$ cat src/rtl/jt12_host_writer_if.sv
// Request handshake and YM2612 CPU-port pins of jt12_host_writer.
// Handshake: a request transfers on every clk edge where req_valid && req_ready;
// the host holds req_part/req_reg/req_val stable while req_valid is high and
// req_ready is low, and req_ready never depends combinationally on req_valid.
interface jt12_host_writer_if;
    logic       req_valid;
    logic       req_ready;
    logic       req_part;
    logic [7:0] req_reg;
    logic [7:0] req_val;
    logic       cs_n;
    logic       wr_n;
    logic [1:0] addr;
    logic [7:0] dout;
    logic [7:0] din;

    // Writer side: accepts requests, drives the chip bus.
    modport master (
        input  req_valid, req_part, req_reg, req_val, din,
        output req_ready, cs_n, wr_n, addr, dout
    );

    // Host/chip side: issues requests, observes the bus, returns status.
    modport slave (
        output req_valid, req_part, req_reg, req_val, din,
        input  req_ready, cs_n, wr_n, addr, dout
    );
endinterface

$ cat src/rtl/jt12_host_writer.sv
// Queues {part,reg,val} register writes and replays each one on the YM2612
// CPU port as an address write followed by a data write, polling the busy
// flag (din[7]) before each write. The last latched address is cached so a
// repeated register only needs its data phase.
module jt12_host_writer #(
    parameter int FIFO_AW    = 2,
    parameter int WR_PULSE   = 2,
    parameter int TIMEOUT    = 1023,
    parameter int ADDR_CACHE = 1
) (
    input  logic               clk,
    input  logic               rst,
    input  logic               cen_i,
    input  logic               err_clr_i,
    jt12_host_writer_if.master bus,
    output logic               done_o,
    output logic               active_o,
    output logic               err_o,
    output logic [FIFO_AW:0]   level_o,
    output logic [2:0]         state_o
);
    localparam int DEPTH   = 1 << FIFO_AW;
    localparam int CNT_MAX = (TIMEOUT > WR_PULSE) ? TIMEOUT : WR_PULSE;
    localparam int CW      = $clog2(CNT_MAX + 1);

    typedef enum logic [2:0] {
        IDLE   = 3'd0,
        POLL_A = 3'd1,
        WR_A   = 3'd2,
        REC_A  = 3'd3,
        POLL_D = 3'd4,
        WR_D   = 3'd5,
        REC_D  = 3'd6,
        ABORT  = 3'd7
    } state_t;

    state_t           state_q, state_d;
    logic [CW-1:0]    cnt_q, cnt_d;
    logic [1:0]       addr_q, addr_d;
    logic             err_q, err_d;
    logic             cache_v_q, cache_v_d;
    logic [8:0]       cache_q, cache_d;
    logic             part_q;
    logic [7:0]       reg_q, val_q;

    // FIFO entries are {part, reg, val}; pointers carry one wrap bit.
    logic [16:0]      mem_q [DEPTH];
    logic [FIFO_AW:0] wp_q, rp_q;
    logic [16:0]      head;
    logic             push, pop, empty, full, cache_hit, busy;
    logic             unused_din;

    assign empty      = (wp_q == rp_q);
    assign full       = (wp_q[FIFO_AW] != rp_q[FIFO_AW]) &&
                        (wp_q[FIFO_AW-1:0] == rp_q[FIFO_AW-1:0]);
    assign push       = bus.req_valid && !full;
    assign head       = mem_q[rp_q[FIFO_AW-1:0]];
    assign cache_hit  = (ADDR_CACHE != 0) && cache_v_q && (cache_q == head[16:8]);
    assign busy       = bus.din[7];
    assign unused_din = ^bus.din[6:0];

    // FIFO storage: written on push, no reset needed for the data itself.
    always_ff @(posedge clk) begin
        if (push) mem_q[wp_q[FIFO_AW-1:0]] <= {bus.req_part, bus.req_reg, bus.req_val};
    end

    // Next state: every transition waits for cen; the poll state's first
    // cycle lets the bus settle, later cycles sample busy and count.
    always_comb begin
        state_d = state_q;
        cnt_d   = cnt_q;
        addr_d  = addr_q;
        pop     = 1'b0;
        if (cen_i) begin
            case (state_q)
                IDLE: begin
                    if (!empty) begin
                        pop   = 1'b1;
                        cnt_d = '0;
                        if (cache_hit) begin
                            state_d = POLL_D;
                            addr_d  = {head[16], 1'b1};
                        end else begin
                            state_d = POLL_A;
                            addr_d  = {head[16], 1'b0};
                        end
                    end
                end
                POLL_A, POLL_D: begin
                    if (cnt_q == '0) begin
                        cnt_d = CW'(1);
                    end else if (!busy) begin
                        state_d = (state_q == POLL_A) ? WR_A : WR_D;
                        cnt_d   = '0;
                    end else if (cnt_q == CW'(TIMEOUT)) begin
                        state_d = ABORT;
                    end else begin
                        cnt_d = cnt_q + CW'(1);
                    end
                end
                WR_A, WR_D: begin
                    if (cnt_q == CW'(WR_PULSE - 1)) state_d = (state_q == WR_A) ? REC_A : REC_D;
                    else                            cnt_d   = cnt_q + CW'(1);
                end
                REC_A: begin
                    state_d = POLL_D;
                    cnt_d   = '0;
                    addr_d  = {part_q, 1'b1};
                end
                default: state_d = IDLE;
            endcase
        end
    end

    // Sticky error and address cache; err_clr overrides a same-cycle abort.
    always_comb begin
        err_d     = err_q;
        cache_v_d = cache_v_q;
        cache_d   = cache_q;
        if (cen_i && state_q == REC_A) begin
            cache_v_d = 1'b1;
            cache_d   = {part_q, reg_q};
        end
        if (cen_i && state_q == ABORT) begin
            err_d     = 1'b1;
            cache_v_d = 1'b0;
        end
        if (err_clr_i) begin
            err_d     = 1'b0;
            cache_v_d = 1'b0;
        end
    end

    // State, counters, FIFO pointers and the popped request's work registers.
    always_ff @(posedge clk or posedge rst) begin
        if (rst) begin
            state_q   <= IDLE;
            cnt_q     <= '0;
            addr_q    <= 2'b00;
            err_q     <= 1'b0;
            cache_v_q <= 1'b0;
            cache_q   <= '0;
            part_q    <= 1'b0;
            reg_q     <= '0;
            val_q     <= '0;
            wp_q      <= '0;
            rp_q      <= '0;
        end else begin
            state_q   <= state_d;
            cnt_q     <= cnt_d;
            addr_q    <= addr_d;
            err_q     <= err_d;
            cache_v_q <= cache_v_d;
            cache_q   <= cache_d;
            if (push) wp_q <= wp_q + 1'b1;
            if (pop) begin
                rp_q   <= rp_q + 1'b1;
                part_q <= head[16];
                reg_q  <= head[15:8];
                val_q  <= head[7:0];
            end
        end
    end

    // Pin decode from the registered state; dout is only non-zero while writing.
    always_comb begin
        bus.cs_n = !(state_q == POLL_A || state_q == WR_A ||
                     state_q == POLL_D || state_q == WR_D);
        bus.wr_n = !(state_q == WR_A || state_q == WR_D);
        bus.addr = addr_q;
        case (state_q)
            WR_A:    bus.dout = reg_q;
            WR_D:    bus.dout = val_q;
            default: bus.dout = 8'h00;
        endcase
    end

    assign bus.req_ready = !full;
    assign done_o        = cen_i && (state_q == REC_D);
    assign active_o      = (state_q != IDLE) || !empty;
    assign err_o         = err_q;
    assign level_o       = wp_q - rp_q;
    assign state_o       = state_q;
endmodule

$ cat src/flat_wrapper.sv
// flat-port wrapper written by rule: the top's interface ports become plain ports
module jt12_host_writer_flat 
#(
    parameter int FIFO_AW    = 2,
    parameter int WR_PULSE   = 2,
    parameter int TIMEOUT    = 1023,
    parameter int ADDR_CACHE = 1
)
  (clk, rst, cen_i, err_clr_i, done_o, active_o, err_o, level_o, state_o, bus_req_valid, bus_req_part, bus_req_reg, bus_req_val, bus_din, bus_req_ready, bus_cs_n, bus_wr_n, bus_addr, bus_dout);
  jt12_host_writer_if bus_i ();
  input  logic clk;
  input  logic rst;
  input  logic cen_i;
  input  logic err_clr_i;
  output logic done_o;
  output logic active_o;
  output logic err_o;
  output logic [FIFO_AW:0] level_o;
  output logic [2:0] state_o;
  input wire logic [$bits(bus_i.req_valid)-1:0] bus_req_valid;
  input wire logic [$bits(bus_i.req_part)-1:0] bus_req_part;
  input wire logic [$bits(bus_i.req_reg)-1:0] bus_req_reg;
  input wire logic [$bits(bus_i.req_val)-1:0] bus_req_val;
  input wire logic [$bits(bus_i.din)-1:0] bus_din;
  output wire logic [$bits(bus_i.req_ready)-1:0] bus_req_ready;
  output wire logic [$bits(bus_i.cs_n)-1:0] bus_cs_n;
  output wire logic [$bits(bus_i.wr_n)-1:0] bus_wr_n;
  output wire logic [$bits(bus_i.addr)-1:0] bus_addr;
  output wire logic [$bits(bus_i.dout)-1:0] bus_dout;
  assign bus_i.req_valid = bus_req_valid;
  assign bus_i.req_part = bus_req_part;
  assign bus_i.req_reg = bus_req_reg;
  assign bus_i.req_val = bus_req_val;
  assign bus_i.din = bus_din;
  assign bus_req_ready = bus_i.req_ready;
  assign bus_cs_n = bus_i.cs_n;
  assign bus_wr_n = bus_i.wr_n;
  assign bus_addr = bus_i.addr;
  assign bus_dout = bus_i.dout;
  jt12_host_writer #(.FIFO_AW(FIFO_AW), .WR_PULSE(WR_PULSE), .TIMEOUT(TIMEOUT), .ADDR_CACHE(ADDR_CACHE)) u_core (.clk(clk), .rst(rst), .cen_i(cen_i), .err_clr_i(err_clr_i), .bus(bus_i), .done_o(done_o), .active_o(active_o), .err_o(err_o), .level_o(level_o), .state_o(state_o));
endmodule
$ cat config.mk
export PLATFORM = sky130hd
export DESIGN_NAME = jt12_host_writer_flat
export DESIGN_NICKNAME = d
export VERILOG_FILES = /design/src/rtl/jt12_host_writer_if.sv /design/src/rtl/jt12_host_writer.sv /design/src/flat_wrapper.sv
export SDC_FILE = /design/constraint.sdc
export NUM_CORES = 1
export LEC_CHECK = 0
export ABC_CLOCK_PERIOD_IN_PS = 5900
export CAP_MARGIN = 20
export CORE_ASPECT_RATIO = 1.4
export CORE_MARGIN = 1.5
export CORE_UTILIZATION = 30
export DETAILED_ROUTE_END_ITERATION = 12
export GPL_ROUTABILITY_DRIVEN = 0
export PLACE_DENSITY_LB_ADDON = 0.2
export SLEW_MARGIN = 20
export SYNTH_ARGS = -nofsm -noshare
export SYNTH_HDL_FRONTEND = slang
export SYNTH_SLANG_ARGS = --single-unit
$ cat constraint.sdc
create_clock -name clk -period 5.9 [get_ports clk]
set_clock_uncertainty 0.1 [all_clocks]
set_input_delay 0.59 -clock clk [delete_from_list [all_inputs] [get_ports clk]]
set_output_delay 0.59 -clock clk [all_outputs]
set_load 0.05 [all_outputs]
# Yosys cells after proc, flatten, opt, wreduce, memory -nomap -nowiden
# Memories as Yosys holds them, arrays and structs flattened.
# Cells that the tools add are included.
totals:
  ff_bits: 49
  mem_bits_rw: 68
  input_bits: 30
  output_inout_bits: 22
  memories: 1
op_classes:
  add_sub_neg: 4
  n_eq_ne: 19
  mux: 29
  n_reduce_logical: 27
mem_list:
  columns: ["name", "depth", "width", "rd", "rd_ports_with_merged_regs", "wr", "line", "source"]
  rows:
  - ["u_core.mem_q", 4, 17, 1, 0, 1, "jt12_host_writer.sv:47", "logic [16:0] mem_q [DEPTH];"]
ops:
  columns: ["cell", "n"]
  rows:
  - ["10-bit 2-to-1 mux", 5]
  - ["10-bit one-hot mux with 4 select lines", 1]
  - ["3-bit 2-to-1 mux", 8]
  - ["8-bit one-hot mux with 2 select lines", 1]
  - ["3-bit == test, second input constant", 4]
  - ["3-bit one-hot mux with 4 select lines", 1]
  - ["1-bit 2-to-1 mux", 11]
  - ["10-bit by 1-bit adder with 10-bit output, second input constant", 1]
  - ["10-bit by 1-bit == test with 1-bit output, second input constant", 1]
  - ["10-bit == test, second input constant", 1]
  - ["10-bit zero test", 1]
  - ["5-bit AND reduction", 2]
  - ["9-bit == test", 1]
  - ["3-bit by 1-bit adder with 3-bit output, second input constant", 2]
  - ["3-bit by 2-bit == test with 1-bit output, second input constant", 2]
  - ["1-bit logical AND", 6]
  - ["2-bit inequality test, second input constant", 3]
  - ["3-bit nonzero test", 2]
  - ["1-bit logical OR", 5]
  - ["1-bit zero test", 4]
  - ["4-bit by 3-bit inequality test with 1-bit output, second input constant", 1]
  - ["2-bit one-hot mux with 2 select lines", 1]
  - ["2-bit nonzero test", 2]
  - ["4-bit nonzero test", 1]
  - ["11 further kinds", 12]

# Logic depth before layout (Yosys ltp)
depth:
  depth_word: 6
  ltp_mapped: 9
  depth_no_buf: 7

# Worst setup path before layout
# OpenSTA, ideal clock, no wires.
synth_timing:
  path_type: "register to register"
  start: "reg u_core.rp_q[1]"
  end: "mem u_core.mem_q[3][0] (enable)"
  setup_time_ps: 376
  arrival_ps: 2498
  path_slack_ps: 2925
  stages_incl_launch_ff: 7
  period_less_slack_ps: 2975
  cell_sequence: "dfrtp_1 > clkbuf_1 > clkbuf_1 > inv_1 > ha_1 > nand3_1 > and3_1"
synth_between:
  elab_chain_len: 6
synth_rtl:
  columns: ["item", "line", "source"]
  rows:
  - ["start: declaration", "jt12_host_writer.sv:48", "logic [FIFO_AW:0] wp_q, rp_q;"]
  - ["start signal: assignment", "jt12_host_writer.sv:157", "rp_q <= rp_q + 1'b1;"]
  - ["2-bit == test", "jt12_host_writer.sv:55", "(wp_q[FIFO_AW-1:0] == rp_q[FIFO_AW-1:0]);"]
  - ["1-bit logical AND", "jt12_host_writer.sv:54", "assign full = (wp_q[FIFO_AW] != rp_q[FIFO_AW]) &&"]
  - ["1-bit zero test", null, null]
  - ["named net bus_req_ready", "flat_wrapper.sv:25", "output wire logic [$bits(bus_i.req_ready)-1:0] bus_req_ready;"]
  - ["1-bit logical AND", "jt12_host_writer.sv:56", "assign push = bus.req_valid && !full;"]
  - ["1-bit 2-to-1 mux", "jt12_host_writer.sv:64", "if (push) mem_q[wp_q[FIFO_AW-1:0]] <= {bus.req_part, bus.req_reg, bus.req_val};"]
  - ["1-bit 2-to-1 mux (not written as such)", "jt12_host_writer.sv:64", null]
  - ["end: declaration", "jt12_host_writer.sv:47", null]
# The timed path passes the listed nets, and every way through them passes these cells.

# Final worst setup path
layout_timing:
  start: "reg u_core.state_q[0], in the netlist u_core.state_o[0]"
  end: "out bus_dout[2]"
layout_between:
  elab_chain_len: 2
layout_rtl:
  columns: ["item", "line", "source"]
  rows:
  - ["start: declaration", "jt12_host_writer.sv:37", "state_t state_q, state_d;"]
  - ["start signal: assignment", "jt12_host_writer.sv:149", "state_q <= state_d;"]
  - ["3-bit == test or 3-bit by 2-bit == test with 1-bit output (tied branches)", "jt12_host_writer.sv:171", "case (state_q)"]
  - ["8-bit one-hot mux with 2 select lines *", "jt12_host_writer.sv:171", null]
  - ["end: declaration", "flat_wrapper.sv:29", "output wire logic [$bits(bus_i.dout)-1:0] bus_dout;"]
# Mark *: on every way between the ends. The rest lies on a longest branch, timed or not.

==> metrics.csv <==
stage,metric,value,unit
yosys,Mapped Area,5150,sq um
global_routing,GR Overflow Total,0,
setup_path,Crit. End Element,primary output,
setup_path,kind of critical path,reg2out,
yosys,largest area contributor in the netlist,edfxtp_1,
clocking,CTS tree,built,
floorplanning,core area,16800,sq um
setup_path,Reg2Reg Depth,5,
place,pre-CTS setup slack,2.92,ns
power_and_ir_drop,leak pwr,2.36,nW
global_routing,GRT Util Overall,12.7,%
routing,DRC,0,
clocking,post-CTS resize count,0,
global_routing,antenna violations before repair,0,
yosys,asr flop ratio synth,41.9,%
place,Placed Instances,574,
power_and_ir_drop,PwrDens,586,nW/um^2
yosys,"Warnings, synthesis",0,
sta,Final Max Tran Viols,0,
sta,worst hold slack,0.383,ns
sta,FMAX,0.299,GHz
power_and_ir_drop,share of total power in combinational logic,40.5,%
setup_path,Buffers & Inverters on Critical Path,1,
setup_path,crit path max-delay cell type,clkdlybuf4s50_1,
clocking,clock buffer depth,2,
clocking,H-tree Lvls,4,
yosys,Cells after Synth,335,
sta,Slew headroom,30.1,%
finish,"Design Area, Final",6350,sq um
sta,Final Hold Viols,0,
yosys,largest family of logic cells by synthesized area,multiplexers,
min_path,Hold WC Path Type,reg2reg,
finish,layout overhead on the synthesized area,23.3,%
yosys,post-synthesis xor/xnor area fraction,2.72,%
floorplanning,die height,158,microns
place,Area after DPL,5810,sq um
floorplanning,Die Footprint,18000,sq um
finish,proportion of layout cells with a drive suffix above 1,20.9,%
setup_path,Critical Path AT,2.66,ns
finish,final net count,431,
power_and_ir_drop,worst IR drop on VDD,263,uV
clocking,TritonCTS Buffers,17,
yosys,Yosys reg bits,117,
clocking,clock latency at the later pin of the worst-skew pair,0.41,ns
clocking,CTS root buf,clkbuf_16,
finish,Non-Filler Instances,605,
setup_path,worst path required time,5.21,ns
power_and_ir_drop,Sw Ratio,37.6,%
yosys,ys flop type,edfxtp_1,
yosys,Yosys top cell area share,39.6,%
yosys,"Seq/Total Area, Yosys",63.4,%
power_and_ir_drop,share of power burned in registers,34.7,%
setup_path,Worst setup SP type,flip-flop,
setup_path,CP cell instances,"and3b_1, a22o_1, clkdlybuf4s50_1",
routing,Vias,2947,
setup_path,flop2flop setup slack,3.20,ns
finish,Fill cells,1663,
finish,most frequent cells in the layout,"68 x edfxtp_1, 49 x dfrtp_1, 44 x clkdlybuf4s50_1, 27 x mux2_2",
routing,DRT antenna net count,0,
place,Port Buffer Count,44,
floorplanning,Starting Density,30.6,%
run,max_cap viols,0,
sta,Fin Setup TNS,0,ns
floorplanning,# rows,56,
yosys,Synth Area per Inst,15.4,sq um
setup_path,r2r startpoint,u_core.state_o[1],
min_path,Hold Path Depth,1,
floorplanning,I/O pins,52,
finish,"most common cell after layout, fill and taps aside",edfxtp_1,
setup_path,CP max FO,16,
finish,diode count,0,
yosys,complex-gate fraction of the synthesized area,7.38,%
sta,Final min period,3.35,ns
routing,First-pass DRT Iterations,4,
yosys,number of synthesized flops with an enable pin,68,
finish,Sequential Area,3270,sq um
routing,Initial DRC Count,111,
yosys,synth top area cells,"edfxtp_1 40%, dfrtp_1 24%, mux4_2 7.4%",
sta,unrepaired setup endpoints after global routing,false,
clocking,clk sinks,117,
sta,Final setup violation count,0,
min_path,worst hold start,u_core.wp_q[2],
floorplanning,die width,114,microns
routing,DR vias/cell,4.87,
sta,final period utilization,56.7,%
global_routing,first-pass GRT wire length,16.7,mm
power_and_ir_drop,P_sw,1.40,mW
setup_path,max incr delay on CP,0.82,ns
setup_path,cell family with most CP delay,buffers and inverters,
sta,worst setup margin,2.55,ns
setup_path,RR Endpoint,u_core.cnt_q[4],
sta,worst slew pin tran,1.05,ns
yosys,adder-cell share of the synthesized area,2.82,%
outcome,outcome,"finished, final reports clean",
yosys,simple-gate share of the synthesized area,8.04,%
place,Detailed Place HPWL,6.93,mm
global_routing,pin count of the biggest net entering global routing,50,
clocking,post-CTS setup buffers,0,
min_path,Hold Crit Endpoint,u_core.wp_q[2],
power_and_ir_drop,Clk pwr share,24.8,%
yosys,Netlist cell types,46,
routing,Routed wire per std cell,17.5,microns
power_and_ir_drop,Int Pwr,2.32,mW
global_routing,vias in the first global route,3123,
finish,area of the multi-input gates,1780,sq um
clocking,number of hold buffers added after cts,0,
routing,final wirelength,10.6,mm
clocking,"Reg clk slew, reported paths",0.05,ns
yosys,Mapped Nets,376,
yosys,post-synthesis mux area share,13.5,%
## area by class of cell
class | count | area share [%]
flip-flops and latches | 117 | 51.4
inverters | 11 | 0.670
clock inverters | 14 | 1.81
multi-input cells | 195 | 28.0
repair buffers | 48 | 7.40
well taps | 203 | 4.00
clock buffers | 17 | 6.70
## through the flow
stage | util [%] | total power, mW
6_report | 37.8 | 3.72
3_5_place_dp | 34.6 | 2.84
3_3_place_gp | 34.6 | 2.82
4_1_cts | 37.8 | 3.77
2_1_floorplan | - | 2.38
5_1_grt | 37.8 | 3.94
## worst max-delay path by stage
stage	startpoint	endpoint	slack, ns	depth (start not counted)
2_1_floorplan	u_core.rp_q[1]	u_core.mem_q[3][0]	2.93	6
3_5_place_dp	cen_i	done_o	2.92	4
6_report	u_core.state_o[0]	bus_dout[2]	2.55	3
5_1_grt	u_core.state_o[0]	bus_dout[1]	2.32	3
4_1_cts	u_core.state_o[0]	bus_dout[6]	2.53	3
3_3_place_gp	cen_i	done_o	2.94	4
## Yosys cell counts (2+ instances only)
cell type   n
edfxtp_1   68
dfrtp_1    49
mux2_2     27
mux4_2     17
a22o_1     15
nand2_1    14
o21ai_0    14
nor2_1     12
xnor2_1    12
inv_1      11
ha_1       10
and3_1      9
clkbuf_1    9
nor3_1      8
nand3_1     5
a21oi_1     4
and2_1      4
xor2_1      4
buf_6       3
nand4_1     3
nor2b_1     3
nor3b_1     3
o31ai_1     3
and3b_1     2
nor4_1      2
nor4_2      2
or2_1       2
or3_1       2
## registers in the layout, indices dropped and copies added (netlist names)
register / count
u_core.bus.addr: 2
u_core.cache_q: 9
u_core.cache_v_q: 1
u_core.cnt_q: 10
u_core.err_o: 1
u_core.mem_q: 68
u_core.part_q: 1
u_core.reg_q: 8
u_core.rp_q: 3
u_core.state_o: 3
u_core.val_q: 8
u_core.wp_q: 3
## cell families after synthesis
group	Yosys count
buffers and inverters	23
adder cells (fa/ha/maj)	11
flip-flops	117
AO/OA/AOI/OAI	48
multiplexers	45
XOR/XNOR	16
AND/OR/NAND/NOR	75
## power groups by stage
stage / Sequential [mW] / Clock [mW] / Combinational, mW
after floorplan: 1.29 / 0 / 1.09
after global placement: 1.30 / 0 / 1.52
after detailed placement: 1.31 / 0 / 1.53
after CTS: 1.29 / 0.942 / 1.54
after global routing: 1.32 / 0.979 / 1.64
final: 1.29 / 0.925 / 1.51
## routing by layer
layer  vias up  global-route usage (%)  part of all wire (%)
li1       1396                       -                     -
met1      1497                    14.9                    44
met2        43                    22.1                    52
met3        11                    3.52                   2.6
met4         0                    4.82                   1.2
met5         -                       0                     0
Power figures use the tool's default switching activity.
